===== config.mk =====
export PLATFORM = sky130hd
export DESIGN_NAME = grn_attractor_ctrl
export DESIGN_NICKNAME = d
export VERILOG_FILES = /design/src/rtl/grn_pkg.sv /design/src/rtl/grn_vec_cmp.sv /design/src/rtl/grn_attractor_ctrl.sv
export SDC_FILE = /design/constraint.sdc
export NUM_CORES = 1
export LEC_CHECK = 0
export ABC_AREA = 1
export BUFFER_PORTS_ARGS = -buffer_cell sky130_fd_sc_hd__buf_4
export CORE_UTILIZATION = 56
export CTS_BUF_LIST = sky130_fd_sc_hd__clkbuf_4
export DETAILED_ROUTE_END_ITERATION = 8
export HOLD_SLACK_MARGIN = 0.1
export PLACE_DENSITY_LB_ADDON = 0.2
export SLEW_MARGIN = 20
export SYNTH_ARGS = -nofsm -noshare
export SYNTH_HDL_FRONTEND = slang
export SYNTH_HIERARCHICAL = 1
export SYNTH_SLANG_ARGS = --single-unit

===== constraint.sdc =====
create_clock -name clk -period 2 [get_ports clk]
set_input_delay 0.1 -clock clk [delete_from_list [all_inputs] [get_ports clk]]
set_output_delay 0.1 -clock clk [all_outputs]
set_load 0.01 [all_outputs]

===== src/rtl/grn_pkg.sv =====
// Shared definitions for the GRN attractor controller: FSM state encoding and
// default counter width / step limit.
package grn_pkg;

  localparam int unsigned GRN_CNT_W     = 32;
  localparam int unsigned GRN_MAX_STEPS = 2**20;

  typedef enum logic [2:0] {
    ST_IDLE   = 3'd0,
    ST_LOAD   = 3'd1,
    ST_RUN    = 3'd2,
    ST_PERIOD = 3'd3,
    ST_DONE   = 3'd4
  } grn_state_e;

endpackage


===== src/rtl/grn_vec_cmp.sv =====
// Equality compare of the tortoise (s0) and hare (s1) node state vectors.
module grn_vec_cmp #(
  parameter int N_NODES = 16
) (
  input  logic [N_NODES-1:0] s0_vec,
  input  logic [N_NODES-1:0] s1_vec,
  output logic               vec_eq
);

  assign vec_eq = (s0_vec == s1_vec);

endmodule


===== src/rtl/grn_attractor_ctrl.sv =====
// Floyd tortoise/hare attractor finder for a gene regulatory network of N_NODES nodes.
// Optional step limit enabled by defining GRN_TIMEOUT_EN.
//
//   state  | meaning
//   IDLE   | waiting for an initial state, in_ready=1
//   LOAD   | one-cycle reset_nos pulse loads init_state into every node
//   RUN    | tortoise and hare both stepping until their states meet
//   PERIOD | tortoise frozen, hare stepping until it returns to the tortoise
//   DONE   | result held on out_* until out_ready
module grn_attractor_ctrl
  import grn_pkg::*;
#(
  parameter int          N_NODES   = 16,
  parameter int          CNT_W     = GRN_CNT_W,
  parameter int unsigned MAX_STEPS = GRN_MAX_STEPS
) (
  input  logic               clk,
  input  logic               rst,
  input  logic               in_valid,
  output logic               in_ready,
  input  logic [N_NODES-1:0] in_state,
  output logic               reset_nos,
  output logic [N_NODES-1:0] init_state,
  output logic               start_s0,
  output logic               start_s1,
  input  logic [N_NODES-1:0] s0_vec,
  input  logic [N_NODES-1:0] s1_vec,
  output logic               out_valid,
  input  logic               out_ready,
  output logic [N_NODES-1:0] out_init,
  output logic [CNT_W-1:0]   out_meet,
  output logic [CNT_W-1:0]   out_period,
  output logic               out_timeout,
  output logic               busy
);

  grn_state_e state;
  logic       vec_eq;
  logic       limit_hit;

  function automatic logic [CNT_W-1:0] sat_inc(input logic [CNT_W-1:0] v);
    return (&v) ? v : v + CNT_W'(1);
  endfunction

  grn_vec_cmp #(.N_NODES(N_NODES)) u_cmp (
    .s0_vec (s0_vec),
    .s1_vec (s1_vec),
    .vec_eq (vec_eq)
  );

`ifdef GRN_TIMEOUT_EN
  localparam logic [CNT_W:0] STEP_LIM = (CNT_W+1)'(MAX_STEPS);

  logic             timeout_q;
  logic [CNT_W:0]   step_sum;

  // One extra bit so the sum of two saturated counters cannot wrap below the limit.
  assign step_sum  = {1'b0, out_meet} + {1'b0, out_period};
  assign limit_hit = (step_sum >= STEP_LIM);

  always_ff @(posedge clk) begin
    if (rst) begin
      timeout_q <= 1'b0;
    end else if (state == ST_IDLE && in_valid) begin
      timeout_q <= 1'b0;
    end else if ((state == ST_RUN || state == ST_PERIOD) && limit_hit) begin
      timeout_q <= 1'b1;
    end
  end

  assign out_timeout = timeout_q;
`else
  assign limit_hit   = 1'b0;
  assign out_timeout = 1'b0;
`endif

  always_ff @(posedge clk) begin
    if (rst) begin
      state      <= ST_IDLE;
      in_ready   <= 1'b1;
      reset_nos  <= 1'b0;
      start_s0   <= 1'b0;
      start_s1   <= 1'b0;
      out_valid  <= 1'b0;
      busy       <= 1'b0;
      init_state <= '0;
      out_init   <= '0;
      out_meet   <= '0;
      out_period <= '0;
    end else begin
      reset_nos <= 1'b0;
      case (state)
        ST_IDLE: begin
          if (in_valid && in_ready) begin
            state      <= ST_LOAD;
            in_ready   <= 1'b0;
            busy       <= 1'b1;
            reset_nos  <= 1'b1;
            init_state <= in_state;
            out_init   <= in_state;
            out_meet   <= '0;
            out_period <= '0;
          end
        end
        ST_LOAD: begin
          state    <= ST_RUN;
          start_s0 <= 1'b1;
          start_s1 <= 1'b1;
        end
        ST_RUN: begin
          if (limit_hit) begin
            state     <= ST_DONE;
            start_s0  <= 1'b0;
            start_s1  <= 1'b0;
            out_valid <= 1'b1;
          end else if (vec_eq && out_meet != '0) begin
            state    <= ST_PERIOD;
            start_s0 <= 1'b0;
          end else begin
            out_meet <= sat_inc(out_meet);
          end
        end
        ST_PERIOD: begin
          // The compare at out_period==0 sees the meeting point itself, so it is skipped.
          if (limit_hit || (vec_eq && out_period != '0)) begin
            state     <= ST_DONE;
            start_s1  <= 1'b0;
            out_valid <= 1'b1;
          end else begin
            out_period <= sat_inc(out_period);
          end
        end
        ST_DONE: begin
          if (out_ready) begin
            state     <= ST_IDLE;
            out_valid <= 1'b0;
            busy      <= 1'b0;
            in_ready  <= 1'b1;
          end
        end
        default: begin
          state     <= ST_IDLE;
          start_s0  <= 1'b0;
          start_s1  <= 1'b0;
          out_valid <= 1'b0;
          busy      <= 1'b0;
          in_ready  <= 1'b1;
        end
      endcase
    end
  end

endmodule


Word level (Yosys, flattened, before mapping) --
Cells that the tools add are included.
Word-level totals: bits in registers 89, bits of input ports 52, output and inout bits 103, logic and storage cells 78
Operators by class: add/subtract/negate cells 2, equal/unequal tests 13, multiplexer cells 25, bitwise operators 5, reduce and logical (&&, ||, !) cells 23
Operator list (number):
- $mux W32 | 5
- $pmux W32 S2 | 2
- $add A32 B1 Y32 const B | 2
- $reduce_and A32 Y1 | 2
- $reduce_bool A32 Y1 | 2
- $eq A16 B16 Y1 | 1
- $ne A2 B2 Y1 const B | 8
- $pmux W1 S3 | 5
- $pmux W3 S5 | 1
- $mux W3 | 4
- $reduce_and A4 Y1 | 3
- $reduce_or A3 Y1 | 4
- $mux W1 | 8
- $eq A3 B2 Y1 const B | 2
- $reduce_and A2 Y1 | 3
- $reduce_and A3 Y1 | 2
- $not A1 Y1 | 5
- $reduce_bool A2 Y1 | 2
- $eq A3 B1 Y1 const B | 1
- $eq A3 B3 Y1 const B | 1
- $logic_and A1 B1 Y1 | 3
- $logic_not A3 Y1 | 1
- $reduce_or A2 Y1 | 1

Longest topological paths before layout --
depth after elaboration 4, depth in mapped cells 14, gate-level depth less buffers 13

By module --
Netlist, hierarchy kept.
By module, submodules not included:
- grn_attractor_ctrl | times used 1, cells each 993, area each 5820.6 um^2, sequential area each 1781.7 um^2
- grn_vec_cmp | times used 1, cells each 51, area each 246.5 um^2, sequential area each 0.0 um^2

Least setup slack after synthesis --
Ideal clock, no wire load.
path kind flip-flop to flip-flop, start reg out_meet[0], end reg out_meet[4], data arrival time 1.767 ns, slack 0.118 ns, stages on the path, launching flop included 13, period minus slack after synthesis 1.882 ns, cells stage by stage dfxtp_1 -> ha_1 -> nand2_1 -> nor2_2 -> nand2_2 -> nor2_4 -> nand3_2 -> nand2_2 -> inv_2 -> nand2_4 -> buf_2 -> o21ai_1 -> and2_1
On the way: longest elaborated chain between the ends 4
RTL lines:
- start, declared | RTL line grn_attractor_ctrl.sv:31 | output logic [CNT_W-1:0] out_meet,
- start signal, assigned | RTL line grn_attractor_ctrl.sv:120 | out_meet <= sat_inc(out_meet);
- $add A32 B1 Y32 / $reduce_bool A32 Y1 (equally long branches) | RTL line grn_attractor_ctrl.sv:42, grn_attractor_ctrl.sv:116
- $mux W32 / $logic_and A1 B1 Y1 (equally long branches) | RTL line grn_attractor_ctrl.sv:42, grn_attractor_ctrl.sv:116
- $mux W32 / $ne A2 B2 Y1 (equally long branches)
- $pmux W32 S2 / $reduce_and A4 Y1 (equally long branches)
Parallel ways exist; a longest one is shown, timed or not. The select of a mux whose other input is x is not followed. A chain may end at the register's enable or synchronous reset.

Worst setup path in the final report --
start reg out_period[1], end reg out_period[20]
On the way: longest elaborated chain between the ends 4
RTL lines:
- start, declared | RTL line grn_attractor_ctrl.sv:32 | output logic [CNT_W-1:0] out_period,
- start signal, assigned | RTL line grn_attractor_ctrl.sv:130 | out_period <= sat_inc(out_period);
- $add A32 B1 Y32 / $reduce_bool A32 Y1 (equally long branches) | RTL line grn_attractor_ctrl.sv:42, grn_attractor_ctrl.sv:125
- $mux W32 / $logic_and A1 B1 Y1 (equally long branches) | RTL line grn_attractor_ctrl.sv:42, grn_attractor_ctrl.sv:125
- $mux W32 / $ne A2 B2 Y1 (equally long branches)
- $pmux W32 S2 / $reduce_and A4 Y1 (equally long branches)
Parallel ways exist; a longest one is shown, timed or not. The select of a mux whose other input is x is not followed.

==> flow_summary_export.csv <==
group,metric,value,unit
grt,grt_pass1_vias,6627,
power,p_per_area,890.9,mW/mm^2
run_status,outcome,"finished, final reports clean",
route,viasPerCell,5.258,
power,leakagePower,3.678,nW
grt,grt_usage,35.15,%
timing,fin_skew,0.01779,ns
cts,clk_pin_slew,0.14,ns
worst_setup_path,endpoint_kind,"flop",
final_layout,layout_common_cells,"nand2_1 (303), nor2_1 (215), buf_4 (206)",
power,vdd_drop_max,0.7221,mV
die,start_util,58.25,%
grt,grt_max_degree,34,
cts,clock_path_buffers,2,
synth,syn_nets,1100,
synth,netlist_instances,1044,
route,drt_iter0_drc,528,
worst_setup_path,crit_slowest_cell,"dfxtp_2",
timing,min_period,1.870,ns
cts,cts_tree,"yes",
worst_setup_path,reg2regPathDepth,13,
timing,clock.fmax,534.9,MHz
final_layout,nets,1291,
timing,finalMaxSlewViolations,0,
synth,ys.warnings.count,6,
die,die_w,106.1,um
die,dieArea,0.01125,mm^2
cts,clock-sinks,89,
job,maxCapViolCount,0,
cts,worstSkewPairLatency,0.46,ns
place,port_buffers,153,
final_layout,fin_area,0.007928,mm^2
grt,grt_pass1_wl,31.56,mm
synth,ys_types,37,
die,die_y,106.1,um
worst_setup_path,slowest_delay,0.38,ns
worst_setup_path,cp-start-kind,"flop",
place,dpl-instance-area,0.007517,mm^2
final_layout,final_common_cell,"nand2_1",
route,vias,7235,
synth,syn-cell-area,0.006067,mm^2
synth,yosysSeqAreaShare,29.37,%
final_layout,instances_no_fill,1376,
timing,rsz0062_at_grt,"no",
worst_setup_path,critical_path_required,2.36,ns
worst_setup_path,arrival,2.23,ns
route,wl,19.37,mm
route,firstDrtPassIters,8,
cts,htreeDepth,3,
timing,finalCritPeriodShare,93.48,%
grt,grt_antenna_before_repair,0,
route,drt-wirelength-per-cell,14.07,um
timing,hold_viol,0,
worst_setup_path,cp_common_cell,"nor2_1",
grt,grt_remaining_overflow,0,
worst_setup_path,cp_max_fo,17,
place,place_hpwl,14.38,mm
final_layout,fin_util,76.11,%
final_layout,drive_gt1_share,21.61,%
final_layout,area_growth_syn_to_layout,30.67,%
synth,avgSynthCellArea,5.811,um^2
min_path,min_path_cells,5,
route,drc_errors,0,
timing,hold_slack,0.1867,ns
worst_setup_path,criticalPathCategory,"flop to flop",
min_path,hold_path.class,"primary input to flop",
final_layout,diodes,0,
synth,ys_ff_latch,89,
timing,final-setup-viol-count,0,
worst_setup_path,crit_chain,"ha_1 -> nand2_2 -> nor2_4 -> nand2_4 -> nor2_4 -> nand2_1 -> nand2_1 -> nand2_2 -> nand3_4 -> buf_12 -> nor2_1 -> nor2_1 -> nor2_1",
place,gp_congestion,0.9933,
route,ant_nets,0,
die,placementRows,37,
place,dp_cells,1337,
timing,setup_tns,0,ns
die,core,0.01042,mm^2
final_layout,fill_cells,886,
cts,root_buffer,"clkbuf_4",
die,pin_count,155,
cts,cts_made_buffers,9,
==> critical path: cells and delay by family (launching register included) <==
kind / cells / cell delay, ns
adder cells (fa/ha/maj): 1 / 0.21
buffers and inverters: 1 / 0.17
flip-flops: 1 / 0.38
AND/OR/NAND/NOR: 11 / 1.01
==> through the flow <==
stage,power (mW),setup slack [ns]
final,7.063,0.1304
after global routing,7.539,0.003122
after CTS,6.877,0.003134
after detailed placement,5.896,-0.01380
after global placement,5.822,0.08537
after floorplan,4.664,0.1185
==> state kept, by name, summed over array words and instances, names as in the netlist <==
register    count
in_ready        1
busy            1
reset_nos       1
out_init       16
start_s0        1
out_period     32
start_s1        1
out_valid       1
out_meet       32
state           3
==> per-layer routing <==
layer  vias up  GRT usage, %  share of wire (%)
li1       3621             -                  -
met1      3190         45.58                 42
met2       390         56.12                 45
met3        34         8.400                 11
met4         0         13.99                2.4
met5         -             0                  0
==> cell usage after synthesis (all sizes together) <==
cell / count / area (um^2)
nor4: 1 / 6.260
xor2: 10 / 87.58
inv: 133 / 499.2
o21ai: 52 / 260.3
o31a: 1 / 8.760
clkbuf: 16 / 60.06
o211ai: 1 / 7.510
dfxtp: 89 / 1782
nor2: 225 / 887.1
nand3: 42 / 232.7
a211oi: 1 / 7.510
nor3b: 1 / 7.510
xnor2: 11 / 96.34
buf: 31 / 229.0
nand3b: 1 / 7.510
nand2: 312 / 1204
nand4: 43 / 269.0
o21bai: 4 / 30.03
clkinv: 2 / 7.510
nor3: 18 / 90.09
ha: 4 / 50.05
and2: 3 / 18.77
a21oi: 40 / 200.2
o21a: 2 / 15.01
conb: 1 / 3.750
==> where the power goes <==
group	switching [mW]	internal [mW]
sequential	0.322	2.07
clock	0.679	0.275
combinational	2.22	1.50
total	3.22	3.84
==> what timing repair did <==
action | 4_1_cts | 5_1_grt
endpoints found under the setup margin | 7 | 50
hold buffers | 18 | 0
buffers inserted | 0 | 5
pin swaps | 0 | 3
hold endpoints to repair | 19 | 0
resized for setup | 2 | 27
==> worst paths after layout <==
kind,start,to,slack (ns)
max reg2reg,out_period[1],out_period[20],0.13
min reg2reg,start_s0,start_s0,0.49
min,in_valid,reset_nos,0.19
max,out_period[1],out_period[20],0.13
==> cell families after synthesis <==
logic type	count (synthesis)	synth area share, %
AND/OR/NAND/NOR	646	44.88
buffers and inverters	182	13.12
AO/OA/AOI/OAI	101	8.723
flip-flops	89	29.37
XOR/XNOR	21	3.031
adder cells (fa/ha/maj)	4	0.8249
other	1	0.06181
==> area by class of cell <==
cell class / instances / area, um^2 / area share [%]
clock inverters: 6 / 43.79 / 0.5524
well taps: 136 / 170.2 / 2.146
multi-input cells: 773 / 3538 / 44.63
inverters: 135 / 509.2 / 6.424
clock buffers: 10 / 75.07 / 0.9470
flip-flops and latches: 89 / 1804 / 22.76
repair buffers: 227 / 1787 / 22.54
Note: power is estimated with default switching activity, not from simulation.
